==> config.mk <==
export PLATFORM = sky130hd
export DESIGN_NAME = immediate_gen_pipe
export DESIGN_NICKNAME = d
export VERILOG_FILES = /design/src/rtl/imm_pkg.sv /design/src/rtl/imm_decode.sv /design/src/rtl/immediate_gen_pipe.sv
export SDC_FILE = /design/constraint.sdc
export NUM_CORES = 1
export LEC_CHECK = 0
export BUFFER_PORTS_ARGS = -buffer_cell sky130_fd_sc_hd__buf_4
export CELL_PAD_IN_SITES_DETAIL_PLACEMENT = 1
export CELL_PAD_IN_SITES_GLOBAL_PLACEMENT = 1
export CORE_UTILIZATION = 25
export DETAILED_ROUTE_END_ITERATION = 10
export PLACE_DENSITY = 0.58
export SYNTH_ARGS = -nofsm -noshare
export SYNTH_HDL_FRONTEND = slang
export SYNTH_SLANG_ARGS = --single-unit
==> constraint.sdc <==
create_clock -name clk -period 3.45 [get_ports clk]
set_clock_uncertainty 0.15 [all_clocks]
set_input_delay 0.1725 -clock clk [delete_from_list [all_inputs] [get_ports clk]]
set_output_delay 0.1725 -clock clk [all_outputs]
set_load 0.005 [all_outputs]
==> src/rtl/imm_pkg.sv <==
// Shared opcode constants, immediate format codes and skid-buffer states
// for the decode-stage immediate generator.
package imm_pkg;

  localparam logic [6:0] OP_LOAD   = 7'h03;
  localparam logic [6:0] OP_IMM    = 7'h13;
  localparam logic [6:0] OP_AUIPC  = 7'h17;
  localparam logic [6:0] OP_IMM32  = 7'h1B;
  localparam logic [6:0] OP_STORE  = 7'h23;
  localparam logic [6:0] OP_OP     = 7'h33;
  localparam logic [6:0] OP_LUI    = 7'h37;
  localparam logic [6:0] OP_OP32   = 7'h3B;
  localparam logic [6:0] OP_BRANCH = 7'h63;
  localparam logic [6:0] OP_JALR   = 7'h67;
  localparam logic [6:0] OP_JAL    = 7'h6F;
  localparam logic [6:0] OP_SYSTEM = 7'h73;

  typedef enum logic [2:0] {
    FMT_NONE  = 3'd0,
    FMT_I     = 3'd1,
    FMT_S     = 3'd2,
    FMT_B     = 3'd3,
    FMT_U     = 3'd4,
    FMT_J     = 3'd5,
    FMT_SHAMT = 3'd6
  } fmt_e;

  typedef enum logic [1:0] {
    ST_EMPTY = 2'd0,
    ST_ONE   = 2'd1,
    ST_TWO   = 2'd2
  } skid_e;

endpackage

==> src/rtl/imm_decode.sv <==
// Combinational immediate extraction for all RV32I/RV64I formats.
// Produces the XLEN-wide immediate, its format code and an illegal flag.
module imm_decode
  import imm_pkg::*;
#(
  parameter int XLEN = 32
) (
  input  logic [31:0]     instr,
  output logic [XLEN-1:0] imm,
  output fmt_e            fmt,
  output logic            illegal
);

  localparam bit IS64 = (XLEN == 64);

  logic [6:0]  opc;
  logic        is_sh;
  logic        sh6;
  logic [5:0]  shamt;
  logic [31:0] raw;

  assign opc   = instr[6:0];
  assign is_sh = (instr[14:12] == 3'b001) || (instr[14:12] == 3'b101);
  // Only 64-bit OP-IMM shifts use the sixth shamt bit
  assign sh6   = IS64 && (opc == OP_IMM);
  assign shamt = {instr[25] & sh6, instr[24:20]};

  always_comb begin
    fmt     = FMT_NONE;
    illegal = 1'b0;
    unique case (opc)
      OP_LOAD, OP_JALR, OP_SYSTEM: fmt = FMT_I;
      OP_IMM: fmt = is_sh ? FMT_SHAMT : FMT_I;
      OP_IMM32: begin
        if (IS64) fmt = is_sh ? FMT_SHAMT : FMT_I;
        else      illegal = 1'b1;
      end
      OP_STORE:        fmt = FMT_S;
      OP_BRANCH:       fmt = FMT_B;
      OP_LUI, OP_AUIPC: fmt = FMT_U;
      OP_JAL:          fmt = FMT_J;
      OP_OP:           fmt = FMT_NONE;
      OP_OP32:         illegal = !IS64;
      default:         illegal = 1'b1;
    endcase
  end

  always_comb begin
    raw = '0;
    unique case (fmt)
      FMT_I: raw = {{20{instr[31]}}, instr[31:20]};
      FMT_S: raw = {{20{instr[31]}}, instr[31:25], instr[11:7]};
      FMT_B: raw = {{19{instr[31]}}, instr[31], instr[7],
                    instr[30:25], instr[11:8], 1'b0};
      FMT_U: raw = {instr[31:12], 12'b0};
      FMT_J: raw = {{11{instr[31]}}, instr[31], instr[19:12],
                    instr[20], instr[30:21], 1'b0};
      default: raw = '0;
    endcase
  end

  always_comb begin
    if (fmt == FMT_SHAMT) imm = XLEN'(shamt);
    else                  imm = XLEN'($signed(raw));
  end

endmodule

==> src/rtl/immediate_gen_pipe.sv <==
// Pipelined immediate generator: decode in front of a two-entry skid
// buffer giving one-cycle latency, full throughput, registered ready.
module immediate_gen_pipe
  import imm_pkg::*;
#(
  parameter int XLEN  = 32,
  parameter int TAG_W = 32
) (
  input  logic             clk,
  input  logic             reset,
  input  logic             in_valid_i,
  output logic             in_ready_o,
  input  logic [31:0]      instr_i,
  input  logic [TAG_W-1:0] tag_i,
  input  logic             flush_i,
  output logic             out_valid_o,
  input  logic             out_ready_i,
  output logic [XLEN-1:0]  imm_o,
  output logic [2:0]       fmt_o,
  output logic             illegal_o,
  output logic [TAG_W-1:0] tag_o
);

  typedef struct packed {
    logic [XLEN-1:0]  imm;
    fmt_e             fmt;
    logic             illegal;
    logic [TAG_W-1:0] tag;
  } ent_t;

  skid_e state_q, state_d;
  ent_t  main_q, main_d;
  ent_t  skid_q, skid_d;
  logic  in_ready_q, in_ready_d;
  ent_t  dec;
  logic  accept, drain;

  imm_decode #(.XLEN(XLEN)) u_dec (
    .instr   (instr_i),
    .imm     (dec.imm),
    .fmt     (dec.fmt),
    .illegal (dec.illegal)
  );
  assign dec.tag = tag_i;

  assign out_valid_o = (state_q != ST_EMPTY);
  assign in_ready_o  = in_ready_q;
  assign imm_o       = main_q.imm;
  assign fmt_o       = main_q.fmt;
  assign illegal_o   = main_q.illegal;
  assign tag_o       = main_q.tag;

  assign accept = in_valid_i & in_ready_q;
  assign drain  = out_valid_o & out_ready_i;

  always_comb begin
    state_d = state_q;
    main_d  = main_q;
    skid_d  = skid_q;
    if (flush_i) begin
      state_d = ST_EMPTY;
    end else begin
      unique case (state_q)
        ST_EMPTY: begin
          if (accept) begin
            main_d  = dec;
            state_d = ST_ONE;
          end
        end
        ST_ONE: begin
          if (accept && drain) begin
            main_d = dec;
          end else if (accept) begin
            skid_d  = dec;
            state_d = ST_TWO;
          end else if (drain) begin
            state_d = ST_EMPTY;
          end
        end
        ST_TWO: begin
          if (drain) begin
            main_d  = skid_q;
            state_d = ST_ONE;
          end
        end
        default: state_d = ST_EMPTY;
      endcase
    end
    // Ready is the registered complement of the skid entry being occupied
    in_ready_d = (state_d != ST_TWO);
  end

  always_ff @(posedge clk) begin
    if (reset) begin
      state_q    <= ST_EMPTY;
      main_q     <= '0;
      skid_q     <= '0;
      in_ready_q <= 1'b1;
    end else begin
      state_q    <= state_d;
      main_q     <= main_d;
      skid_q     <= skid_d;
      in_ready_q <= in_ready_d;
    end
  end

endmodule
==> results.toml <==
[worst_hold_path]
worst_hold_path_type = "in2reg"
min_path_cells = 4
min_to = "imm_o[11]"
hold_start = "instr_i[7]"

[detailed_routing]
drt_pass1_iterations = 4
viasPerCell = 5.06
drt_iter0_drc = 362
drc = 0
post_drt_wl_per_cell_um = 18.3
drtAntennaViolNets = 0
drt-total-wl_mm = 24.2
via_count = 6673

[clock_tree]
cts_root_buf = "clkbuf_16"
clock_sink_count = 139
cts.clk_slew.worst_paths_ns = 0.06
ctsHoldBuffers = 56
htree_levels = 4
cts_tree = "done"
insertion_delay_ns = 0.43
cts_setup_buffers = 0
clockBufferDepth = 2
cts_made_buffers = 17
cts.repair.resized = 0

[synthesis]
netlist_area_um2 = 6800
syn_nets = 894
async_flop_share_pct = 0
synth-main-ff-cell = "dfxtp_1"
synthCells = 825
ys_seq_elements = 139
synth_edf_count = 0
yosys_warnings = 0
synth_area_per_cell_um2 = 8.24
ys_types = 66
ys_seq_area_share_pct = 40.9

[placed_design]
post-place-cells = 1231
dp_hpwl_mm = 15.3
portBuffers = 138
gp_congestion = 0.759

[floorplan]
die_area_um2 = 27900
die_w_um = 167
start_util_pct = 25.8
core_um2 = 26400
die_h_um = 167
rows = 59
io_pins = 139

[run]
drv_cap = 0

[outcome]
status = "complete, no violations"

[critical_path]
worstPathRequired_ns = 3.64
cp-end-kind = "register"
critical-path-slowest-cell = "a2111o_1"
cp.arrival_ns = 2.68
r2r_slack_ns = 1.03
start_kind = "input port"
r2r-start = "state_q[0]"
worstPathMaxFanout = 30
r2r_end = "imm_o[20]"
path_cells = "dlygate4sd3_1, buf_4, nand2b_1, a21o_4, nand2_2, a2111o_1, a21oi_1"
r2r_cells = 5
crit_type = "in2reg"
critPathMaxStageDelay_ns = 0.56

[global_route]
antenna_found_initial = 0
grt_pass1_wl_mm = 38.6
grt_max_degree = 73
grt_use_total_pct = 17.6
overflow = 0
first_global_vias = 6777

[layout]
final_common_cell = "nand2_1"
final_cell_mix = "nand2_1 (182), buf_4 (148), dfxtp_1 (139), nor2_1 (70), dlygate4sd3_1 (56)"
fin_util_pct = 34.9
syn2layout_area_growth_pct = 35.1
nFillCells = 3067
finalNetCount = 1040
instances_no_fill = 1319
num_antenna_cells = 0
layout-drive-gt1-share_pct = 24.1

[pwr]
p_leak_nw = 3.40
pwr_density_cell_nw_per_um2 = 445
ir_worst_vdd_v = 0.000284

[timing]
fin_crit_ns = 2.49
maxSlewViolCount = 0
period_share_pct = 72.2
fmaxAchievable_ghz = 0.401
fin_tns_setup_ns = 0
rsz0062_at_grt = "no"
hold_viol = 0
setup_violations = 0
fin_hold_ws_ns = 0.0965
slew_headroom_pct = 38.3
worst_pin_slew_ns = 0.925
sequential cells by signal (all words and copies together) (netlist names):
name	flops
illegal_o	1
imm_o	32
in_ready_o	1
fmt_o	3
state_q	2
skid_q	68
tag_o	32
cell usage after synthesis (9+ instances only):
cell	count	area, um^2
clkbuf_1	35	131
nor4_1	16	100
nor3_1	9	45.0
dfxtp_1	139	2780
a311oi_1	45	394
a2111oi_0	11	96.3
a31oi_1	19	119
buf_2	34	170
a21oi_2	10	87.6
a21oi_1	50	250
a2111o_1	11	124
a21o_1	9	67.6
nor2_1	70	263
nand3_1	10	50.1
a211oi_2	11	138
nand2_1	182	683
a211oi_1	17	128
inv_1	19	71.3
nand4_1	9	56.3
o21ai_0	9	45.0
critical path, delay by kind of cell:
kind | cells | cell delay, ns
buffers and inverters | 2 | 0.68
and+or+nand+nor | 2 | 0.82
AOI/OAI and AO/OA | 3 | 1.01
per-layer routing:
metal  track usage, %  share of wire, %  vias to the layer above
li1                 -                 -                     3289
met1             23.6                49                     3241
met2             28.9                47                      124
met3             2.61               2.7                       19
met4             5.48               1.5                        0
met5                0                 0                        -
report_power, final:
group / total [mW] / internal, mW / leakage (nW) / switching (mW)
clock network: 1.85 / 1.07 / 0.291 / 0.783
logic: 0.529 / 0.252 / 1.98 / 0.277
registers: 1.70 / 1.66 / 1.13 / 0.0382
logic make-up after synthesis:
| family | after synthesis | share of synthesized area, % |
|---|---|---|
| compound gates | 246 | 29.4 |
| buf+inv | 101 | 6.97 |
| flops | 139 | 40.9 |
| xor+xnor | 1 | 0.129 |
| simple gates | 338 | 22.5 |
per-stage QoR:
stage                     power, mW  area (um^2)  worst slack, ns
final                          4.08         9190            0.957
after global routing           4.26         9190            0.873
after CTS                      4.14         9190             1.00
after detailed placement       2.22         8040             1.07
after global placement         2.21         8040             1.11
after floorplan                1.98         6800             1.71
worst max path at each step:
stage                           start        end  depth (start not counted)
after floorplan            state_q[1]  imm_o[26]                          6
after global placement        flush_i  imm_o[26]                          6
after detailed placement   state_q[0]   imm_o[2]                          5
after CTS                 out_ready_i  imm_o[20]                          7
after global routing      out_ready_i  imm_o[20]                          7
final                     out_ready_i  imm_o[20]                          7
area by class of cell:
class	count	area (um^2)	area share, %
clock inverters	12	124	1.35
well taps	335	419	4.56
flip-flops and latches	139	2780	30.3
multi-input cells	585	3570	38.8
inverters	20	75.1	0.817
clock buffers	20	467	5.08
repair buffers	208	1750	19.1
Power figures use the tool's default switching activity.
